<file path="src/rtl/mem_access.sv">
// Memory-access pipeline stage: turns EX/MEM load/store requests into one data-bus
// transaction with lane steering, a timeout, and a registered writeback to MEM/WB.
module mem_access #(
   parameter int ADDR_WIDTH  = 32,
   parameter int DATA_WIDTH  = 32,
   parameter int RADDR_WIDTH = 5,
   parameter int TIMEOUT     = 16
) (
   input  logic                   clk_i,
   input  logic                   rst_i,
   input  logic [RADDR_WIDTH-1:0] reg_waddr_i,
   input  logic                   reg_we_i,
   input  logic [DATA_WIDTH-1:0]  reg_wdata_i,
   input  logic [ADDR_WIDTH-1:0]  mem_addr_i,
   input  logic [DATA_WIDTH-1:0]  mem_data_i,
   input  logic                   mem_we_i,
   input  logic [3:0]             mem_op_i,
   output logic                   dbus_req_o,
   output logic                   dbus_we_o,
   output logic [ADDR_WIDTH-1:0]  dbus_addr_o,
   output logic [3:0]             dbus_be_o,
   output logic [DATA_WIDTH-1:0]  dbus_wdata_o,
   input  logic                   dbus_ack_i,
   input  logic [DATA_WIDTH-1:0]  dbus_rdata_i,
   output logic [RADDR_WIDTH-1:0] reg_waddr_o,
   output logic                   reg_we_o,
   output logic [DATA_WIDTH-1:0]  reg_wdata_o,
   output logic                   stall_o,
   output logic                   misalign_o,
   output logic                   bus_err_o
);

   // state  | meaning
   // IDLE   | pass-through writeback, accept a new load/store
   // BUSY   | bus request outstanding, waiting for ack or timeout
   localparam logic [0:0] S_IDLE = 1'b0;
   localparam logic [0:0] S_BUSY = 1'b1;

   localparam logic [3:0] OP_LB  = 4'd1;
   localparam logic [3:0] OP_LH  = 4'd2;
   localparam logic [3:0] OP_LW  = 4'd3;
   localparam logic [3:0] OP_LBU = 4'd4;
   localparam logic [3:0] OP_LHU = 4'd5;
   localparam logic [3:0] OP_SB  = 4'd6;
   localparam logic [3:0] OP_SH  = 4'd7;
   localparam logic [3:0] OP_SW  = 4'd8;

   localparam int CW = $clog2(TIMEOUT + 1);

   logic [0:0]             state;
   logic [3:0]             op_q;
   logic [1:0]             off_q;
   logic [RADDR_WIDTH-1:0] waddr_q;
   logic                   we_q;
   logic [CW-1:0]          cnt;

   logic                   is_load, is_store, sz_byte, sz_half, sz_word;
   logic                   mis_op, accept, tmo;
   logic [3:0]             be_next;
   logic [DATA_WIDTH-1:0]  wdata_next;
   logic [7:0]             lane_b;
   logic [15:0]            lane_h;
   logic [DATA_WIDTH-1:0]  load_data;

   always_comb begin
      is_load  = 1'b0;
      is_store = 1'b0;
      sz_byte  = 1'b0;
      sz_half  = 1'b0;
      sz_word  = 1'b0;
      case (mem_op_i)
         OP_LB, OP_LBU: begin is_load = 1'b1;      sz_byte = 1'b1; end
         OP_LH, OP_LHU: begin is_load = 1'b1;      sz_half = 1'b1; end
         OP_LW:         begin is_load = 1'b1;      sz_word = 1'b1; end
         OP_SB:         begin is_store = mem_we_i; sz_byte = 1'b1; end
         OP_SH:         begin is_store = mem_we_i; sz_half = 1'b1; end
         OP_SW:         begin is_store = mem_we_i; sz_word = 1'b1; end
         default:       ;
      endcase
      mis_op = (is_load | is_store) &
               ((sz_half & mem_addr_i[0]) | (sz_word & (mem_addr_i[1:0] != 2'b00)));
      accept = (state == S_IDLE) & (is_load | is_store) & ~mis_op;

      be_next = 4'b1111;
      if (sz_byte)      be_next = 4'b0001 << mem_addr_i[1:0];
      else if (sz_half) be_next = 4'b0011 << {mem_addr_i[1], 1'b0};

      wdata_next = '0;
      if (is_store) begin
         if (sz_byte)      wdata_next = {4{mem_data_i[7:0]}};
         else if (sz_half) wdata_next = {2{mem_data_i[15:0]}};
         else              wdata_next = mem_data_i;
      end
   end

   // Lane selection uses the byte offset latched at accept, not the live address.
   always_comb begin
      case (off_q)
         2'd0:    lane_b = dbus_rdata_i[7:0];
         2'd1:    lane_b = dbus_rdata_i[15:8];
         2'd2:    lane_b = dbus_rdata_i[23:16];
         default: lane_b = dbus_rdata_i[31:24];
      endcase
      lane_h = off_q[1] ? dbus_rdata_i[31:16] : dbus_rdata_i[15:0];
      case (op_q)
         OP_LB:   load_data = {{24{lane_b[7]}}, lane_b};
         OP_LBU:  load_data = {24'd0, lane_b};
         OP_LH:   load_data = {{16{lane_h[15]}}, lane_h};
         OP_LHU:  load_data = {16'd0, lane_h};
         default: load_data = dbus_rdata_i;
      endcase
   end

   assign tmo = (cnt == CW'(TIMEOUT - 1));

   // Gated by rst_i so the hold request drops the moment reset asserts.
   assign stall_o = ~rst_i & (accept | ((state == S_BUSY) & ~dbus_ack_i & ~tmo));

   always_ff @(posedge clk_i or posedge rst_i) begin
      if (rst_i) begin
         state        <= S_IDLE;
         op_q         <= '0;
         off_q        <= '0;
         waddr_q      <= '0;
         we_q         <= 1'b0;
         cnt          <= '0;
         dbus_req_o   <= 1'b0;
         dbus_we_o    <= 1'b0;
         dbus_addr_o  <= '0;
         dbus_be_o    <= '0;
         dbus_wdata_o <= '0;
         reg_waddr_o  <= '0;
         reg_we_o     <= 1'b0;
         reg_wdata_o  <= '0;
         misalign_o   <= 1'b0;
         bus_err_o    <= 1'b0;
      end else begin
         misalign_o <= 1'b0;
         bus_err_o  <= 1'b0;
         case (state)
            S_IDLE: begin
               if (accept) begin
                  state        <= S_BUSY;
                  op_q         <= mem_op_i;
                  off_q        <= mem_addr_i[1:0];
                  waddr_q      <= reg_waddr_i;
                  we_q         <= reg_we_i & is_load;
                  cnt          <= '0;
                  dbus_req_o   <= 1'b1;
                  dbus_we_o    <= is_store;
                  dbus_addr_o  <= {mem_addr_i[ADDR_WIDTH-1:2], 2'b00};
                  dbus_be_o    <= be_next;
                  dbus_wdata_o <= wdata_next;
                  reg_we_o     <= 1'b0;
               end else if (mis_op) begin
                  reg_waddr_o <= reg_waddr_i;
                  reg_we_o    <= 1'b0;
                  misalign_o  <= 1'b1;
               end else begin
                  reg_waddr_o <= reg_waddr_i;
                  reg_we_o    <= reg_we_i;
                  reg_wdata_o <= reg_wdata_i;
               end
            end
            S_BUSY: begin
               if (dbus_ack_i || tmo) begin
                  state        <= S_IDLE;
                  dbus_req_o   <= 1'b0;
                  dbus_we_o    <= 1'b0;
                  dbus_addr_o  <= '0;
                  dbus_be_o    <= '0;
                  dbus_wdata_o <= '0;
                  if (dbus_ack_i) begin
                     reg_waddr_o <= waddr_q;
                     reg_we_o    <= we_q;
                     reg_wdata_o <= load_data;
                  end else begin
                     reg_we_o  <= 1'b0;
                     bus_err_o <= 1'b1;
                  end
               end else begin
                  cnt <= cnt + CW'(1);
               end
            end
            default: state <= S_IDLE;
         endcase
      end
   end

endmodule

</file>
<file path="config.mk">
export PLATFORM = sky130hd
export DESIGN_NAME = mem_access
export DESIGN_NICKNAME = d
export VERILOG_FILES = /design/src/rtl/mem_access.sv
export SDC_FILE = /design/constraint.sdc
export NUM_CORES = 1
export LEC_CHECK = 0
export ABC_CLOCK_PERIOD_IN_PS = 11550
export BUFFER_PORTS_ARGS = -buffer_cell sky130_fd_sc_hd__buf_4
export CAP_MARGIN = 25
export CORE_AREA = 2 2 158 113
export CTS_BUF_LIST = sky130_fd_sc_hd__clkbuf_8 sky130_fd_sc_hd__clkbuf_16
export DETAILED_ROUTE_END_ITERATION = 8
export DIE_AREA = 0 0 160 115
export PLACE_DENSITY_LB_ADDON = 0.3
export SYNTH_ARGS = -nofsm -noshare
export SYNTH_HDL_FRONTEND = slang
export SYNTH_SLANG_ARGS = --single-unit
</file>
<file path="constraint.sdc">
create_clock -name clk_i -period 11.55 [get_ports clk_i]
set_clock_uncertainty 0.05 [all_clocks]
set_input_delay 2.31 -clock clk_i [delete_from_list [all_inputs] [get_ports clk_i]]
set_output_delay 2.31 -clock clk_i [all_outputs]
set_load 0.01 [all_outputs]
</file>
==> results of run 1 <==
==> per-stage QoR <==
step                cell area (µm²)  total power [mW]
floorplan                      6660             0.933
global placement               8660              1.19
detailed placement             8660              1.20
CTS                            9300              1.79
global route                   9320              1.87
finish                         9320              1.78
==> power groups by stage <==
stage               Combinational [mW]  Clock (mW)  Sequential, mW
CTS                              0.565       0.598           0.629
global placement                 0.556           0           0.634
global route                     0.613       0.619           0.643
floorplan                        0.282           0           0.651
finish                           0.562       0.588           0.629
detailed placement               0.564           0           0.634
==> routing by layer <==
| layer | GRT usage, % | share of wire, % |
|---|---|---|
| met4 | 5.71 | 1.3 |
| met5 | 0 | 0 |
| met3 | 7.50 | 8.5 |
| met2 | 32.9 | 43 |
| met1 | 32.3 | 47 |
==> how the worst max path moves through the flow <==
| stage | from | endpoint | slack [ns] | cells after the start |
|---|---|---|---|---|
| global placement | mem_op_i[1] | stall_o | 4.81 | 8 |
| floorplan | mem_op_i[1] | stall_o | 5.51 | 8 |
| finish | mem_op_i[1] | stall_o | 4.77 | 8 |
| global route | mem_op_i[1] | stall_o | 4.52 | 8 |
| CTS | mem_op_i[1] | stall_o | 4.80 | 8 |
| detailed placement | mem_op_i[1] | stall_o | 4.82 | 8 |
==> logic make-up after synthesis <==
family | Yosys count
AND/OR/NAND/NOR | 198
AO/OA/AOI/OAI | 185
flip-flops | 126
buffers and inverters | 77
multiplexers | 63
XOR/XNOR | 4
adder cells (fa/ha/maj) | 2
other | 1
==> Yosys cell counts, drive strengths merged, types with 3 or more instances <==
cell type  count  area, µm²
nand3         11       60.1
nor2          41        156
buf           25        151
o21bai         4       33.8
a221oi         8       70.1
mux2          11        124
a21o           5       37.5
o2bb2ai       32        343
nand4         31        194
or2            3       18.8
nor3b          3       22.5
clkbuf        31        118
o221ai        14        123
o22ai          3       18.8
mux2i         44        440
dfrtp        126       3150
o31ai          3       36.3
inv           21       78.8
nand2b         5       31.3
nor2b          3       18.8
a21oi         23        126
mux4           8        180
a22oi          5       42.5
a211oi         9       67.6
a22o          16        140
nand2         86        323
o21ai         52        260
xor2           4       35.0
==> worst register-to-register path: stages (launching register included) <==
cell and delay (ns):
dfrtp_1 0.89, mux4_2 0.63, nand4b_1 0.19, o311a_1 0.55
o2bb2ai_1 0.22, o21ai_0 0.11
==> sequential cells by signal, indices dropped and copies added, names as in the netlist, 2 cells and up <==
name,cells
dbus_be_o,4
waddr_q,5
dbus_addr_o,30
dbus_wdata_o,32
reg_waddr_o,5
reg_wdata_o,32
op_q,4
off_q,2
cnt,5
==> final cells by class <==
type	count	area [µm²]	area share, %
multi-input combinational	454	3190	34.3
sequential	126	3150	33.8
timing repair buffer	260	1960	21.0
clock buffer	18	439	4.71
tap	231	289	3.10
clock inverter	14	205	2.20
inverter	21	81.3	0.873
==> run summary, run 1 <==
status: completed
fill cell count: 1,550
RSZ-0062 raised after global routing: false
remaining antenna violation count: 0
total of max-cap violations: 0
CTS Hold Bufs: 0
CP top delay family: simple AND/OR/NAND/NOR gates
clock buffer count from CTS: 17
Mean Syn Cell Area: 10.1 µm²
Crit-path slowest cell: nand3_2
number of port buffers: 250
reg2reg end: reg_wdata_o[23]$_DFFE_PP0P_
DR pass1 iterations: 5
DP HPWL: 15.0 mm
final non-filler cell total: 1,124
flops & latches, synth: 126
Worst Tran Pin Value: 0.975 ns
FMAX: 148 MHz
Rel. slew slack: 35.0%
drt wl/cell: 18.6 µm
Tot GR Track Use: 22.5%
fin crit period: 6.78 ns
R2R depth: 5
Chip Height: 115 µm
final period utilization: 58.7%
asr flop ratio synth: 100%
GPL Wtd Cong: 0.948
hold_ws: 0.433 ns
Internal Dissipation: 1.19 mW
R2R Setup Slk: 8.79 ns
vias: 6,061
post-route setup slack: 4.77 ns
post-synthesis simple-gate area fraction: 14.3%
1st-iter DRT viols: 475
max-slew violation count: 0
Worst Path Buf+Inv: 3
die area: 18,400 µm²
Post-synth EDFFs: 0
initial antenna violation count: 0
largest family of logic cells by synthesized area: compound AO/OA/AOI/OAI gates
DP Worst Slack: 4.82 ns
setup_tns: 0 ns
Logic pwr share: 31.6%
Ports: 253
via density per instance: 5.39
Post-Synth XOR/XNOR Area: 0.527%
CTS HTree Levels: 4
layout cells sized above 1: 38.2%
ANT cells: 0
fin nets: 1,024
Worst Hold Class: reg2reg
die outline width: 160 µm
row cnt: 40
adder-cell share of the synthesized area: 0.376%
Cell Pwr Density: 191 nW/µm²
hold path endpoint: reg_wdata_o[25]$_DFFE_PP0P_
DRC errors left: 0
clk_lat worst skew: 0.41 ns
crit-path cells: buf_4, nor4b_2, nand2_1, o21ai_4, buf_4, nand3_2, a21oi_1, buf_4
post-synthesis mux area share: 11.2%
worst r2r src: off_q[1]$_DFFE_PP0P_
Net Sw Power: 0.593 mW
worst hold path startpoint: reg_wdata_o[25]$_DFFE_PP0P_
setup bufs post-CTS: 0
clk sinks: 126
Leak Pwr: 4.39 nW
commonest non-fill, non-tap cells in the layout: buf_4 (259), dfrtp_1 (126), nand2_1 (86)
post-synthesis cell type count: 62
Yosys warning count: 0
register share of total power: 35.3%
WP data arrival: 4.42 ns
Crit path required time: 9.19 ns
post_cts resized: 0
Area growth syn-to-layout: 40.0%
final setup vio count: 0
CP endpoint kind: output pin
core area: 16,900 µm²
CTS root buf: clkbuf_16
most common cell after layout, fill and taps aside: buf_4
Peak VDD IR: 0.115 mV
Post-Route WL: 20.9 mm
mapped cell area: 6650 µm²
most frequent cell on the critical path: buf_4
Initial Utilization: 39.3%
Synth Area in Compound Gates: 20.9%
switching part of the total power: 33.3%
final core occ: 55.1%
global-route wire length before repair: 32.3 mm
hold path cells: 2
vias in the first global route: 5,745
Crit Path Max Fanout: 40
placed cell count: 1,091
Clk network pwr share: 33.1%
Cells after Synth: 656
Fin. Hold Viols: 0
Worst Setup Start Kind: input port
sequential share of the synthesized area: 47.4%
Remaining Overflow, GRT: 0
critical path type: in2out
Longest Clk Path Bufs: 2
Reg clk slew, reported paths: 0.06 ns
largest net degree at the start of global routing: 69
CTS tree: yes
Synth Flop Type: dfrtp_1
Largest stage delay, worst path: 0.48 ns
No activity file was read; power rests on OpenSTA's default activity.
==> run 2, diff against run 1 <==
ABC_AREA = 1   (was default)
ABC_CLOCK_PERIOD_IN_PS = 6900   (was 11550)
CORE_AREA = 2 2 158 114   (was 2 2 158 113)
DIE_AREA = 0 0 160 116   (was 0 0 160 115)
clock period = 6.9 ns   (was 11.55 ns; I/O delays follow)
==> run 2 against run 1 <==
  * Sequential share of layout area shrank 0.059 points
  * Critical endpoint unchanged
  * Clock-buffer cell count grew 3
  * Setup slack lost 2.2 ns
  * Global-route usage shrank 0.96 points
  * Highest routed layer unchanged
==> run summary, run 2 <==
Reg clk slew, reported paths: 0.06 ns (about the same)
initial antenna violation count: 0 (unchanged)
mapped cell area: 6680 µm² (was 6650 µm²)
post-synthesis simple-gate area fraction: 38.3% (was 14.3%)
CTS HTree Levels: 4 (unchanged)
total of max-cap violations: 0 (unchanged)
ANT cells: 0 (unchanged)
max-slew violation count: 0 (unchanged)
Worst Hold Class: reg2reg (unchanged)
Post-Synth XOR/XNOR Area: 0.262% (was 0.527%)
post-route cell area: 9340 µm² (was 9320 µm²)
final core occ: 55.2% (was 55.1%)
CTS Hold Bufs: 0 (unchanged)
Logic pwr share: 36.1% (was 31.6%)
via density per instance: 4.67 (was 5.39)
share of the synthesized area in the top cell type: 47.2% (was 47.4%)
clk_lat worst skew: 0.41 ns (about the same)
Post-synth EDFFs: 0 (unchanged)
core area: 16,900 µm² (unchanged)
Ports: 253 (unchanged)
DR pass1 iterations: 5 (unchanged)
asr flop ratio synth: 100% (unchanged)
Tot GR Track Use: 21.6% (was 22.5%)
placed inst area: 8680 µm² (was 8660 µm²)
WP data arrival: 2.92 ns (was 4.42 ns)
Clk network pwr share: 29.6% (was 33.1%)
CTS tree: yes (unchanged)
post-synthesis mux area share: 0% (was 11.2%)
clk sinks: 126 (unchanged)
Post-Route WL: 20.1 mm (was 20.9 mm)
adder-cell share of the synthesized area: 0.375% (was 0.376%)
FMAX: 230 MHz
synth top area cells: dfrtp_1 (47%), nand2_1 (27%), nor2_1 (5.3%), a21oi_1 (3.5%), inv_1 (2.6%) (was dfrtp_1 (47%), mux2i_1 (6.6%), nand2_1 (4.9%), o21ai_0 (3.7%), nand4_1 (2.9%))
Remaining Overflow, GRT: 0 (unchanged)
1st-iter DRT viols: 576 (was 475)
hold_ws: 0.421 ns (was 0.433 ns)
Worst Tran Pin Value: 0.873 ns (was 0.975 ns)
total chip power: 3.10 mW (was 1.78 mW)
Yosys warning count: 0 (unchanged)
switching part of the total power: 36.3% (was 33.3%)
die outline width: 160 µm (unchanged)
clock buffer count from CTS: 17 (unchanged)
RSZ-0062 raised after global routing: false (unchanged)
Crit path required time: 5.47 ns (was 9.19 ns)
die area: 18,600 µm² (was 18,400 µm²)
Peak VDD IR: 0.153 mV (was 0.115 mV)
Leak Pwr: 5.21 nW (was 4.39 nW)
largest net degree at the start of global routing: 84 (was 69)
row cnt: 40 (unchanged)
global-route wire length before repair: 31.3 mm (was 32.3 mm)
Initial Utilization: 39.5% (was 39.3%)
final period utilization: 63.1%
vias: 6,725 (was 6,061)
Area growth syn-to-layout: 39.8% (was 40.0%)
Rel. slew slack: 41.8% (was 35.0%)
fin crit period: 4.35 ns
Chip Height: 116 µm (was 115 µm)
flops & latches, synth: 126 (unchanged)
setup_tns: 0 ns (unchanged)
CP endpoint kind: output pin (unchanged)
Synth Flop Type: dfrtp_1 (unchanged)
CTS root buf: clkbuf_16 (unchanged)
status: completed (unchanged)
most common cell after layout, fill and taps aside: nand2_1 (was buf_4)
Mean Syn Cell Area: 6.92 µm² (was 10.1 µm²)
Internal Dissipation: 1.97 mW (was 1.19 mW)
final setup vio count: 0 (unchanged)
post_cts resized: 0 (unchanged)
Cell Pwr Density: 332 nW/µm² (was 191 nW/µm²)
Cells after Synth: 965 (was 656)
DP HPWL: 14.3 mm (was 15.0 mm)
critical path type: in2out (unchanged)
drt wl/cell: 14.0 µm (was 18.6 µm)
fin nets: 1,339 (was 1,024)
GPL Wtd Cong: 0.873 (was 0.948)
largest family of logic cells by synthesized area: simple AND/OR/NAND/NOR gates (was compound AO/OA/AOI/OAI gates)
DRC errors left: 0 (unchanged)
commonest cells in the netlist: nand2_1 (485), dfrtp_1 (126), nor2_1 (95) (was dfrtp_1 (126), nand2_1 (86), o21ai_0 (49))
Longest Clk Path Bufs: 2 (unchanged)
biggest regs: dbus_wdata_o: 32 flops, reg_wdata_o: 32 flops, dbus_addr_o: 30 flops (unchanged)
post-synth top area cell: dfrtp_1 (unchanged)
Synth Area in Compound Gates: 7.05% (was 20.9%)
register share of total power: 34.3% (was 35.3%)
commonest non-fill, non-tap cells in the layout: nand2_1 (484), buf_4 (255), dfrtp_1 (125) (was buf_4 (259), dfrtp_1 (126), nand2_1 (86))
count leader, synth: nand2_1 (was dfrtp_1)
setup bufs post-CTS: 0 (unchanged)
post-synthesis cell type count: 29 (was 62)
layout cells sized above 1: 26.5% (was 38.2%)
Worst Setup Start Kind: input port (unchanged)
remaining antenna violation count: 0 (unchanged)
number of port buffers: 250 (unchanged)
Crit Path Max Fanout: 26 (was 40)
Net Sw Power: 1.12 mW (was 0.593 mW)
Fin. Hold Viols: 0 (unchanged)
vias in the first global route: 5,942 (was 5,745)
sequential share of the synthesized area: 47.2% (was 47.4%)
run 2: kinds of logic (layout without fill, tap and decap cells):
| kind of cell | after synthesis | in the layout |
|---|---|---|
| AO/OA/AOI/OAI | 90 | 90 |
| other | 1 | 2 |
| flip-flops | 126 | 126 |
| XOR/XNOR | 2 | 2 |
| adder cells (fa/ha/maj) | 2 | 2 |
| buffers and inverters | 101 | 343 |
| AND/OR/NAND/NOR | 643 | 643 |
run 2: per-layer routing:
layer | vias to the layer above | wire, µm | track usage [%]
li1 | 3448 | - | -
met1 | 3037 | 9420 | 30.8
met2 | 223 | 8810 | 31.9
met3 | 17 | 1610 | 6.23
met4 | 0 | 238 | 6.49
met5 | - | 0 | 0
run 2: path summary, 6_finish.rpt:
check	from	end	slack, ns	cells past startpoint
worst max-delay path	mem_op_i[3]	stall_o	2.55	10
worst min-delay path	dbus_addr_o[31]$_DFFE_PP0P_	dbus_addr_o[31]$_DFFE_PP0P_	0.42	2
worst max register to register	off_q[1]$_DFFE_PP0P_	reg_wdata_o[23]$_DFFE_PP0P_	4.36	8
worst min register to register	dbus_addr_o[31]$_DFFE_PP0P_	dbus_addr_o[31]$_DFFE_PP0P_	0.42	2
max in group asynchronous	rst_i	state$_DFF_PP0_	4.62	3
min in group asynchronous	rst_i	dbus_addr_o[25]$_DFFE_PP0P_	1.07	2
run 2: final cells by class:
cell class                      count  area, µm²
Multi-Input combinational cell    739       3090
Fill cell                        1651       7580
Timing Repair Buffer              258       1990
Sequential cell                   126       3150
Inverter                           53        204
Tap cell                          231        289
Clock inverter                     11        130
Clock buffer                       21        480
run 2: per-stage QoR:
stage	cells	setup slack [ns]
global placement	1404	2.62
finish	1439	2.55
global route	1439	2.42
CTS	1437	2.55
floorplan	966	2.11
detailed placement	1405	2.56
run 2: worst max-delay path, stage by stage:
cell and delay (ns):
buf_4 0.13, nor2_1 0.21, nand3_1 0.12, nand2_2 0.33, nand2_1 0.15, nand2_2 0.16, nor2_4 0.06, nor2_2 0.18
nor2_1 0.07, buf_4 0.15
run 2: power groups by stage:
stage	combinational, mW	sequential [mW]	clock (mW)
after global routing	1.24	1.09	0.975
after floorplan	0.566	1.12	0
after detailed placement	1.11	1.07	0
after global placement	1.09	1.07	0
final	1.12	1.06	0.918
after CTS	1.11	1.06	0.935
